File: src/rtl/ex_muldiv_unit_pkg.sv
// Shared encodings for the iterative RV32M multiply/divide unit.
// funct3 operation codes, FSM states and operand-signedness helpers.
package ex_muldiv_unit_pkg;

    typedef enum logic [2:0] {
        MULDIV_MUL    = 3'd0,
        MULDIV_MULH   = 3'd1,
        MULDIV_MULHSU = 3'd2,
        MULDIV_MULHU  = 3'd3,
        MULDIV_DIV    = 3'd4,
        MULDIV_DIVU   = 3'd5,
        MULDIV_REM    = 3'd6,
        MULDIV_REMU   = 3'd7
    } muldiv_op_e;

    typedef enum logic [1:0] {
        ST_IDLE = 2'd0,
        ST_CALC = 2'd1,
        ST_DONE = 2'd2
    } muldiv_state_e;

    // MUL produces only the low half, so it is run unsigned.
    function automatic logic op_a_signed(input logic [2:0] op);
        return (op == MULDIV_MULH) || (op == MULDIV_MULHSU) ||
               (op == MULDIV_DIV)  || (op == MULDIV_REM);
    endfunction

    function automatic logic op_b_signed(input logic [2:0] op);
        return (op == MULDIV_MULH) || (op == MULDIV_DIV) || (op == MULDIV_REM);
    endfunction

endpackage

File: src/rtl/muldiv_sign_fix.sv
// Combinational sign handling: operand magnitudes on entry, two's complement
// negation of the raw 2*XLEN result on exit.
module muldiv_sign_fix #(
    parameter int XLEN = 32
) (
    input  logic [XLEN-1:0]   a,
    input  logic [XLEN-1:0]   b,
    input  logic              a_signed,
    input  logic              b_signed,
    output logic [XLEN-1:0]   a_mag,
    output logic [XLEN-1:0]   b_mag,
    output logic              a_neg,
    output logic              b_neg,
    input  logic [2*XLEN-1:0] res_raw,
    input  logic              res_neg,
    output logic [2*XLEN-1:0] res_fixed
);

    always_comb begin
        a_neg     = a_signed & a[XLEN-1];
        b_neg     = b_signed & b[XLEN-1];
        a_mag     = a_neg ? (~a + 1'b1) : a;
        b_mag     = b_neg ? (~b + 1'b1) : b;
        res_fixed = res_neg ? (~res_raw + 1'b1) : res_raw;
    end

endmodule

File: src/rtl/ex_muldiv_unit.sv
// Radix-2 iterative RV32M multiply/divide for the EX stage; XLEN+1 cycles to
// done, special divide cases finish one cycle after acceptance.
module ex_muldiv_unit
    import ex_muldiv_unit_pkg::*;
#(
    parameter int XLEN  = 32,
    parameter int CNT_W = $clog2(XLEN) + 1
) (
    input  logic            clk,
    input  logic            rst,
    input  logic            flush,
    input  logic            start,
    input  logic [2:0]      op,
    input  logic [XLEN-1:0] rs1_data,
    input  logic [XLEN-1:0] rs2_data,
    output logic [XLEN-1:0] result,
    output logic            done,
    output logic            busy,
    output logic            stall_req
);

    muldiv_state_e    state_q, state_d;
    muldiv_op_e       op_q, op_d;
    logic [XLEN-1:0]  b_q, b_d;
    logic [2*XLEN-1:0] acc_q, acc_d;
    logic [XLEN:0]    rem_q, rem_d;
    logic [CNT_W-1:0] cnt_q, cnt_d;
    logic             neg_q, neg_d;
    logic [XLEN-1:0]  result_q, result_d;
    logic             done_q, done_d;

    logic [XLEN-1:0]   a_mag, b_mag;
    logic              a_neg, b_neg;
    logic [2*XLEN-1:0] fix_raw, fix_out;

    logic [XLEN:0]     mul_sum;
    logic [2*XLEN-1:0] mul_next, div_acc_next, acc_calc;
    logic [XLEN:0]     div_shift, div_diff, div_rem_next, rem_calc;
    logic              div_ge, is_div, in_div, in_rem;
    logic [XLEN-1:0]   final_sel;

    muldiv_sign_fix #(.XLEN(XLEN)) u_sign_fix (
        .a         (rs1_data),
        .b         (rs2_data),
        .a_signed  (op_a_signed(op)),
        .b_signed  (op_b_signed(op)),
        .a_mag     (a_mag),
        .b_mag     (b_mag),
        .a_neg     (a_neg),
        .b_neg     (b_neg),
        .res_raw   (fix_raw),
        .res_neg   (neg_q),
        .res_fixed (fix_out)
    );

    always_comb begin
        // Multiply: multiplier sits in acc low half, product shifts in from the top.
        mul_sum  = {1'b0, acc_q[2*XLEN-1:XLEN]} + (acc_q[0] ? {1'b0, b_q} : '0);
        mul_next = {mul_sum, acc_q[XLEN-1:1]};

        // Divide: dividend shifts out of acc low half, quotient bits shift in.
        div_shift    = {rem_q[XLEN-1:0], acc_q[XLEN-1]};
        div_diff     = div_shift - {1'b0, b_q};
        div_ge       = ~div_diff[XLEN];
        div_rem_next = div_ge ? div_diff : div_shift;
        div_acc_next = {acc_q[2*XLEN-1:XLEN], acc_q[XLEN-2:0], div_ge};

        is_div   = op_q[2];
        acc_calc = is_div ? div_acc_next : mul_next;
        rem_calc = is_div ? div_rem_next : rem_q;

        if (!is_div)
            fix_raw = acc_calc;
        else if (op_q[1])
            fix_raw = {{XLEN{1'b0}}, rem_calc[XLEN-1:0]};
        else
            fix_raw = {{XLEN{1'b0}}, acc_calc[XLEN-1:0]};

        final_sel = (op_q == MULDIV_MUL || is_div) ? fix_out[XLEN-1:0]
                                                   : fix_out[2*XLEN-1:XLEN];

        in_div = op[2];
        in_rem = op[2] & op[1];

        state_d  = state_q;
        op_d     = op_q;
        b_d      = b_q;
        acc_d    = acc_q;
        rem_d    = rem_q;
        cnt_d    = cnt_q;
        neg_d    = neg_q;
        result_d = result_q;
        done_d   = 1'b0;

        case (state_q)
            ST_IDLE: begin
                if (start && !flush) begin
                    op_d  = muldiv_op_e'(op);
                    b_d   = b_mag;
                    acc_d = {{XLEN{1'b0}}, a_mag};
                    rem_d = '0;
                    cnt_d = CNT_W'(XLEN);
                    neg_d = in_rem ? a_neg : (a_neg ^ b_neg);
                    if (in_div && rs2_data == '0) begin
                        result_d = in_rem ? rs1_data : '1;
                        done_d   = 1'b1;
                        state_d  = ST_DONE;
                    end else if (in_div && !op[0] &&
                                 rs1_data == {1'b1, {(XLEN-1){1'b0}}} &&
                                 rs2_data == '1) begin
                        result_d = in_rem ? '0 : {1'b1, {(XLEN-1){1'b0}}};
                        done_d   = 1'b1;
                        state_d  = ST_DONE;
                    end else begin
                        state_d = ST_CALC;
                    end
                end
            end
            ST_CALC: begin
                if (flush) begin
                    state_d = ST_IDLE;
                end else begin
                    acc_d = acc_calc;
                    rem_d = rem_calc;
                    cnt_d = cnt_q - 1'b1;
                    if (cnt_q == CNT_W'(1)) begin
                        result_d = final_sel;
                        done_d   = 1'b1;
                        state_d  = ST_DONE;
                    end
                end
            end
            default: state_d = ST_IDLE;
        endcase
    end

    always_ff @(posedge clk) begin
        if (rst) begin
            state_q  <= ST_IDLE;
            op_q     <= MULDIV_MUL;
            b_q      <= '0;
            acc_q    <= '0;
            rem_q    <= '0;
            cnt_q    <= '0;
            neg_q    <= 1'b0;
            result_q <= '0;
            done_q   <= 1'b0;
        end else begin
            state_q  <= state_d;
            op_q     <= op_d;
            b_q      <= b_d;
            acc_q    <= acc_d;
            rem_q    <= rem_d;
            cnt_q    <= cnt_d;
            neg_q    <= neg_d;
            result_q <= result_d;
            done_q   <= done_d;
        end
    end

    assign result    = result_q;
    assign done      = done_q & ~flush;
    assign busy      = (state_q != ST_IDLE);
    assign stall_req = (state_q == ST_IDLE && start && !flush) || (state_q == ST_CALC);

endmodule

File: config.mk
export PLATFORM = sky130hd
export DESIGN_NAME = ex_muldiv_unit
export DESIGN_NICKNAME = d
export VERILOG_FILES = /design/src/rtl/ex_muldiv_unit_pkg.sv /design/src/rtl/muldiv_sign_fix.sv /design/src/rtl/ex_muldiv_unit.sv
export SDC_FILE = /design/constraint.sdc
export NUM_CORES = 1
export LEC_CHECK = 0
export CORE_AREA = 2 2 186 279
export DETAILED_ROUTE_END_ITERATION = 16
export DIE_AREA = 0 0 188 281
export GPL_ROUTABILITY_DRIVEN = 0
export MAX_ROUTING_LAYER = met4
export PLACE_DENSITY_LB_ADDON = 0.08
export RECOVER_POWER = 50
export SETUP_SLACK_MARGIN = 0.02
export SLEW_MARGIN = 20
export SYNTH_ARGS = -nofsm -noshare
export SYNTH_HDL_FRONTEND = slang
export SYNTH_HIERARCHICAL = 1
export SYNTH_SLANG_ARGS = --single-unit
File: constraint.sdc
create_clock -name clk -period 5.85 [get_ports clk]
set_input_delay 1.17 -clock clk [delete_from_list [all_inputs] [get_ports clk]]
set_output_delay 1.17 -clock clk [all_outputs]
set_load 0.02 [all_outputs]
Word-level counts from Yosys, hierarchy flattened:

Cells that the tools add are included.

* flip-flop bits (word level): 173
* latch bits: 0
* bits in writable memories: 0
* bits in read-only memories: 0
* bits of input ports: 71
* output and inout bits: 35
* logic and storage cells: 103
* memories kept: 0

* add/subtract/negate cells: 6
* multipliers: 0
* divide/modulo/power cells: 0
* order comparisons: 0
* equal/unequal tests: 13
* shifts and indexed selects: 0
* mux-type cells: 40
* bitwise operators: 10
* reduce and logical (&&, ||, !) cells: 25

Operators with widths (number)
* 32-bit 2-to-1 mux: 16
* 64-bit 2-to-1 mux: 5
* 32-bit one-hot mux with 2 select lines: 2
* 64-bit one-hot mux with 2 select lines: 1
* 32-bit by 1-bit adder with 32-bit output (second input constant): 2
* 64-bit by 1-bit adder with 64-bit output (second input constant): 1
* 32-bit == test (second input constant): 2
* 32-bit NOT: 2
* 64-bit NOT: 1
* 32-bit by 32-bit adder with 33-bit output: 1
* 33-bit by 32-bit subtractor with 33-bit output: 1
* 32-bit zero test: 1
* 6-bit 2-to-1 mux: 2
* 6-bit one-hot mux with 2 select lines: 1
* 2-bit 2-to-1 mux: 5
* 1-bit logical AND: 7
* 1-bit logical OR: 7
* 3-bit == test (second input constant): 2
* 6-bit by 1-bit == test with 1-bit output (second input constant): 1
* 1-bit 2-to-1 mux: 6
* 2-bit inequality test (second input constant): 3
* 3-bit inequality test (second input constant): 2
* 6-bit by 1-bit subtractor with 6-bit output (second input constant): 1
* 5-bit AND reduction: 1
* 14 further kinds: 21

Depth between registers and ports, before layout:

* depth in word-level cells: 12
* depth in mapped cells: 24
* mapped depth without buffers: 22

Modules after synthesis:

Netlist, hierarchy kept.

Modules (own cells, without submodules)
* ex_muldiv_unit: times used 1, cells an instance 1553, area an instance 12085.3 sq um, seq. area each 3463.3 sq um
* muldiv_sign_fix: times used 1, cells an instance 400, area an instance 2920.3 sq um, seq. area each 0.0 sq um

Least setup slack after synthesis:

Ideal clock, no wire load.

* kind: register to register
* from: register acc_q[31]
* to: register result_q[27], in the netlist result[27]
* setup time: 91 ps
* arrival: 4905 ps
* data required time: 5759 ps
* path slack: 854 ps
* stages on the path, launching flop included: 23
* buffers on the path: 2
* clock period less this slack: 4996 ps
* cell sequence: dfxtp_1 > inv_1 > ha_1 > fa_1 > nor2b_1 > o31ai_1 > a21oi_1 > o21ai_1 > nand4_1 > o211ai_2 > xnor2_4 > buf_6 > mux2i_1 > mux2i_1 > or4_4 > nor4_4 > nand4_2 > buf_6 > o31ai_4 > xnor2_1 > mux2_2 > nand2_1 > a311oi_1

* word-level cells in the longest chain between the ends: 12
* elaborated cells on any way between the ends: 14
* classes of those cells: add/sub: 2; mux: 10; bitwise: 2

Ends and longest elaborated chain
* start, declared: RTL line ex_muldiv_unit.sv:25 `logic [2*XLEN-1:0] acc_q, acc_d;`
* start signal, assigned: RTL line ex_muldiv_unit.sv:142 `acc_q <= '0;`
* start signal, assigned: RTL line ex_muldiv_unit.sv:152 `acc_q <= acc_d;`
* 33-bit by 32-bit subtractor with 33-bit output: RTL line ex_muldiv_unit.sv:63 `div_diff = div_shift - {1'b0, b_q};`
* 32-bit 2-to-1 mux: RTL line ex_muldiv_unit.sv:65 `div_rem_next = div_ge ? div_diff : div_shift;`
* 32-bit 2-to-1 mux: RTL line ex_muldiv_unit.sv:70 `rem_calc = is_div ? div_rem_next : rem_q;`
* 32-bit 2-to-1 mux: RTL line ex_muldiv_unit.sv:74 `else if (op_q[1])`
* 64-bit 2-to-1 mux: RTL line ex_muldiv_unit.sv:72 `if (!is_div)`
* net fix_raw[24]: RTL line ex_muldiv_unit.sv:34 `logic [2*XLEN-1:0] fix_raw, fix_out;`
* 64-bit NOT: RTL line muldiv_sign_fix.sv:24 `res_fixed = res_neg ? (~res_raw + 1'b1) : res_raw;`
* 64-bit by 1-bit adder with 64-bit output: RTL line muldiv_sign_fix.sv:24
* 64-bit 2-to-1 mux: RTL line muldiv_sign_fix.sv:24
* net fix_out[59]: RTL line ex_muldiv_unit.sv:34
* 32-bit 2-to-1 mux: RTL line ex_muldiv_unit.sv:79 `final_sel = (op_q == MULDIV_MUL || is_div) ? fix_out[XLEN-1:0]`
* 32-bit 2-to-1 mux: RTL line ex_muldiv_unit.sv:126 `if (cnt_q == CNT_W'(1)) begin`
* 32-bit 2-to-1 mux: RTL line ex_muldiv_unit.sv:120 `if (flush) begin`
* 32-bit one-hot mux with 2 select lines: RTL line ex_muldiv_unit.sv:95 `case (state_q)`
* end signal, assigned: RTL line ex_muldiv_unit.sv:156 `result_q <= result_d;`
* end, declared: RTL line ex_muldiv_unit.sv:29 `logic [XLEN-1:0] result_q, result_d;`

The timed path passes the listed nets, and every way through them passes these cells. The select of a mux whose other input is x is not followed.
A chain may end at the register's enable or synchronous reset.

Final worst setup path:

* from: register b_q[1]
* to: register result_q[21], in the netlist result[21]

* elaborated cells on any way between the ends: 16
* classes of those cells: add/sub: 3; mux: 11; bitwise: 2

RTL lines
* start, declared: RTL line ex_muldiv_unit.sv:24 `logic [XLEN-1:0] b_q, b_d;`
* start signal, assigned: RTL line ex_muldiv_unit.sv:141 `b_q <= '0;`
* start signal, assigned: RTL line ex_muldiv_unit.sv:151 `b_q <= b_d;`
* 32-bit 2-to-1 mux: RTL line ex_muldiv_unit.sv:58 `mul_sum = {1'b0, acc_q[2*XLEN-1:XLEN]} + (acc_q[0] ? {1'b0, b_q} : '0);`
* 32-bit by 32-bit adder with 33-bit output: RTL line ex_muldiv_unit.sv:58
* 64-bit 2-to-1 mux: RTL line ex_muldiv_unit.sv:69 `acc_calc = is_div ? div_acc_next : mul_next;`
* 64-bit 2-to-1 mux: RTL line ex_muldiv_unit.sv:72
* net fix_raw[48]: RTL line ex_muldiv_unit.sv:34
* 64-bit NOT: RTL line muldiv_sign_fix.sv:24
* 64-bit by 1-bit adder with 64-bit output: RTL line muldiv_sign_fix.sv:24
* 64-bit 2-to-1 mux: RTL line muldiv_sign_fix.sv:24
* net fix_out[53]: RTL line ex_muldiv_unit.sv:34
* 32-bit 2-to-1 mux: RTL line ex_muldiv_unit.sv:79
* 32-bit 2-to-1 mux: RTL line ex_muldiv_unit.sv:126
* 32-bit 2-to-1 mux: RTL line ex_muldiv_unit.sv:120
* 32-bit one-hot mux with 2 select lines: RTL line ex_muldiv_unit.sv:95

The timed path passes the listed nets, and every way through them passes these cells. The select of a mux whose other input is x is not followed.

==> results.toml <==
[worst_setup_path]
required_ps = 6220
worst-path-max-fanout = 6
slowest_delay_ps = 610
cp.arrival_ps = 5890
worstPathCellList = "nand2_1, inv_1, ha_1, a211oi_1, nor2_1, o21ai_1, a21oi_1, or2_2, a21o_1, a21oi_1, xor2_1, nor2_1, or4_1, or3_1, or3_1, o31ai_2, xnor2_1, mux2_2, nand2_1, a311oi_1"
critical-path-top-delay-family = "simple AND/OR/NAND/NOR gates"
critPathKind = "flop to flop"
cp_num_buf_inv = 1
endpoint_kind = "flop"
cpMaxStageDelayCell = "or4_1"
startpoint_type = "flop"

[routing]
drt_iter0_markers = 950
wl_per_cell_um = 23.8
top_layer = "met4"
wl_met3_mm = 2.27
viasPerCell = 5.53
wl_mm = 64.9
drt-met1-wl_mm = 26.1
vias = 15100
dr.pass1.iters = 5
antenna_left = 0
drc_errors = 0
route.met2.wl_mm = 32.7

[timing]
whs_ps = 459
final-max-slew-violation-count = 130
fin_crit_ps = 5530
relSlewSlack_pct = -63.7
finalCritPeriodShare_pct = 94.5
skew_ps = 22.7
rsz0062_at_grt = "false"
tightest_slew_ps = 2440
hold_violations = 0
finalSetupViolCount = 0
fmax_mhz = 181

[logic_synthesis]
yosysUniqueCellTypes = 94
synth_area_um2 = 15000
synthFlopType = "dfxtp_1"
syn_nets = 2095
yosys_warnings = 6
yosysSeqAreaShare_pct = 23.1
synth_seq_cells = 173
synth_cells = 1953
syn_avg_cell_area_um2 = 7.68
synthArstFlopShare_pct = 0
synth-edff-count = 0

[finish]
antenna_cells = 0
nFillCells = 5397
fin_util_pct = 35.4
drive_above_1_share_pct = 11.0
register_area_um2 = 3470
multi_input_area_um2 = 11000
synthToLayoutAreaGrowth_pct = 18.8
final_nets = 2186

[clock_network]
tritoncts = "built"
cts_hold_buf = 0
clkTransAtPathRegs_ps = 70
cts_buffer_depth = 2
numCtsBuffers = 17
clkLatencyLatePin_ps = 470
cts.root.buffer_cell = "clkbuf_16"
cts.sinks = 173
cts.htree.levels = 4

[global_routing]
grt_pass1_wl_mm = 96.5
grt_antenna_before_repair = 0
grt-ovfl-total = 0
grt_pass1_vias = 14900
grt.total_usage_pct = 25.2
grt_max_degree = 97

[worst_hold_path]
worstHoldPathType = "flop to flop"

[die]
coreArea_um2 = 50400
chipHeight_um = 281
die_w_um = 188
initial_core_util_pct = 29.8
ioPinCount = 106
die_area_um2 = 52800
num_rows = 101

[pwr]
combinationalPowerShare_pct = 32.9
p_leak_nw = 6.74
pwr-share-clk_pct = 33.1
switching_share_pct = 36.7
powerDensity_nw_per_um2 = 209
total_power_mw = 3.73
sequentialPowerShare_pct = 34.0
p_int_mw = 2.36
ir_worst_vdd_uv = 220
p_sw_mw = 1.37

[placed_design]
dp_hpwl_mm = 52.0
port_buffers = 105

[status]
status = "finished, violations left"
violations = "max-capacitance violations, max-slew violations"

[job]
cap_violations = 4
[power by group through the flow]
stage          combinational (mW)  clock [mW]  sequential [mW]
4_1_cts                      1.20        1.26             1.27
3_5_place_dp                 1.19           0             1.30
6_report                     1.23        1.23             1.27
2_1_floorplan               0.743           0             1.26
5_1_grt                      1.32        1.30             1.27
3_3_place_gp                 1.20           0             1.30
[layout by cell type (no fill, tap or decap), types with 7 or more instances in the layout]
master and instances:
a211oi_1 13, a21o_1 28, a21oi_1 145, a22oi_1 14, a311oi_1 30, a31oi_1 15, and2_1 43, and3_1 10
buf_4 77, clkbuf_16 17, clkdlybuf4s50_1 69, dfxtp_1 168, dlygate4sd3_1 35, ha_1 69, inv_1 60, mux2_2 32
mux2i_1 82, mux2i_2 9, nand2_1 287, nand2b_1 14, nand3_1 21, nand4_1 16, nor2_1 143, nor2b_1 7
nor3_1 31, nor4_1 26, o211ai_1 72, o21a_1 10, o21ai_0 112, o31ai_1 24, o31ai_2 9, o41ai_1 13
o41ai_2 7, or3_1 19, or4_1 13, xnor2_1 122, xor2_1 54
[flip-flops by register name (all words and copies together) (netlist names)]
signal   count
acc_q       64
b_q         32
cnt_q        6
done_q       1
neg_q        1
op_q         3
rem_q       32
result      32
state_q      2
[layer usage]
metal | up-vias | GRT usage [%]
li1 | 7263 | -
met1 | 7235 | 28.6
met2 | 460 | 43.9
met3 | 107 | 1.74
met4 | 0 | 13.9
met5 | - | -
[repair_timing]
action                                  CTS  global route
buffers inserted                          0             1
pin swaps                                 0             2
gates resized for setup                   5            29
endpoints found under the setup margin   10            30
[area by class of cell]
| cell class | instances | area share [%] |
|---|---|---|
| timing repair buffer | 189 | 9.59 |
| clock inverter | 13 | 0.856 |
| clock buffer | 19 | 2.48 |
| inverter | 61 | 1.28 |
| tap | 669 | 4.70 |
| sequential | 173 | 19.5 |
| multi-input combinational | 1602 | 61.6 |
[cells by family after synthesis]
family	share of synthesized area, %
AND/OR/NAND/NOR	22.2
AO/OA/AOI/OAI	24.4
XOR/XNOR	10.5
buffers and inverters	4.90
flip-flops	23.1
multiplexers	8.81
adder cells (fa/ha/maj)	6.02
[cell usage after synthesis (14+ instances only)]
library cell    n  share of area [%]
or4_1          14               0.70
a311oi_1       31                1.8
mux2_2         32                2.4
ha_1           69                5.8
nor3_1         31                1.0
a211oi_1       14               0.70
clkbuf_1       89                2.2
a21oi_1       146                4.9
xor2_1         55                3.2
o211ai_1       72                3.6
a21o_1         28                1.4
o21ai_0       110                3.7
or3_1          19               0.79
inv_1          60                1.5
o41ai_1        14               0.82
mux2i_1        96                6.4
o31ai_1        26                1.3
nand3_1        21               0.70
a22oi_1        14               0.70
nor4_1         26                1.1
nand2_1       287                7.2
nor2_1        143                3.6
dfxtp_1       173                 23
and2_1         44                1.8
nand2b_1       14               0.58
a31oi_1        15               0.63
nand4_1        16               0.67
xnor2_1       122                7.1
[stage by stage]
stage | worst slack (ps) | TNS [ps] | instance area, um2 | std cells
after floorplan | 854 | 0 | 15000 | 1953
after global placement | 92.0 | 0 | 17100 | 2693
after detailed placement | -8.15 | -11.6 | 17100 | 2693
after CTS | 54.2 | 0 | 17700 | 2725
after global routing | 36.6 | 0 | 17800 | 2726
final | 324 | 0 | 17800 | 2726
[worst register-to-register path: stages, from the launching register on]
cell and delay [ps]:
dfxtp_1 560, nand2_1 160, inv_1 80, ha_1 230, a211oi_1 240, nor2_1 100
o21ai_1 260, a21oi_1 150, or2_2 360, a21o_1 190, a21oi_1 160, xor2_1 260
nor2_1 170, or4_1 610, or3_1 360, or3_1 490, o31ai_2 270, xnor2_1 180
mux2_2 220, nand2_1 70, a311oi_1 310
[path summary, 6_finish.rpt]
check,start,cells after the start,slack [ps],end
worst max register to register,b_q[1],20,320,result[21]
worst min-delay path,acc_q[58],2,460,acc_q[58]
worst min register to register,acc_q[58],2,460,acc_q[58]
worst max-delay path,b_q[1],20,320,result[21]
No activity file was read; power rests on OpenSTA's default activity.
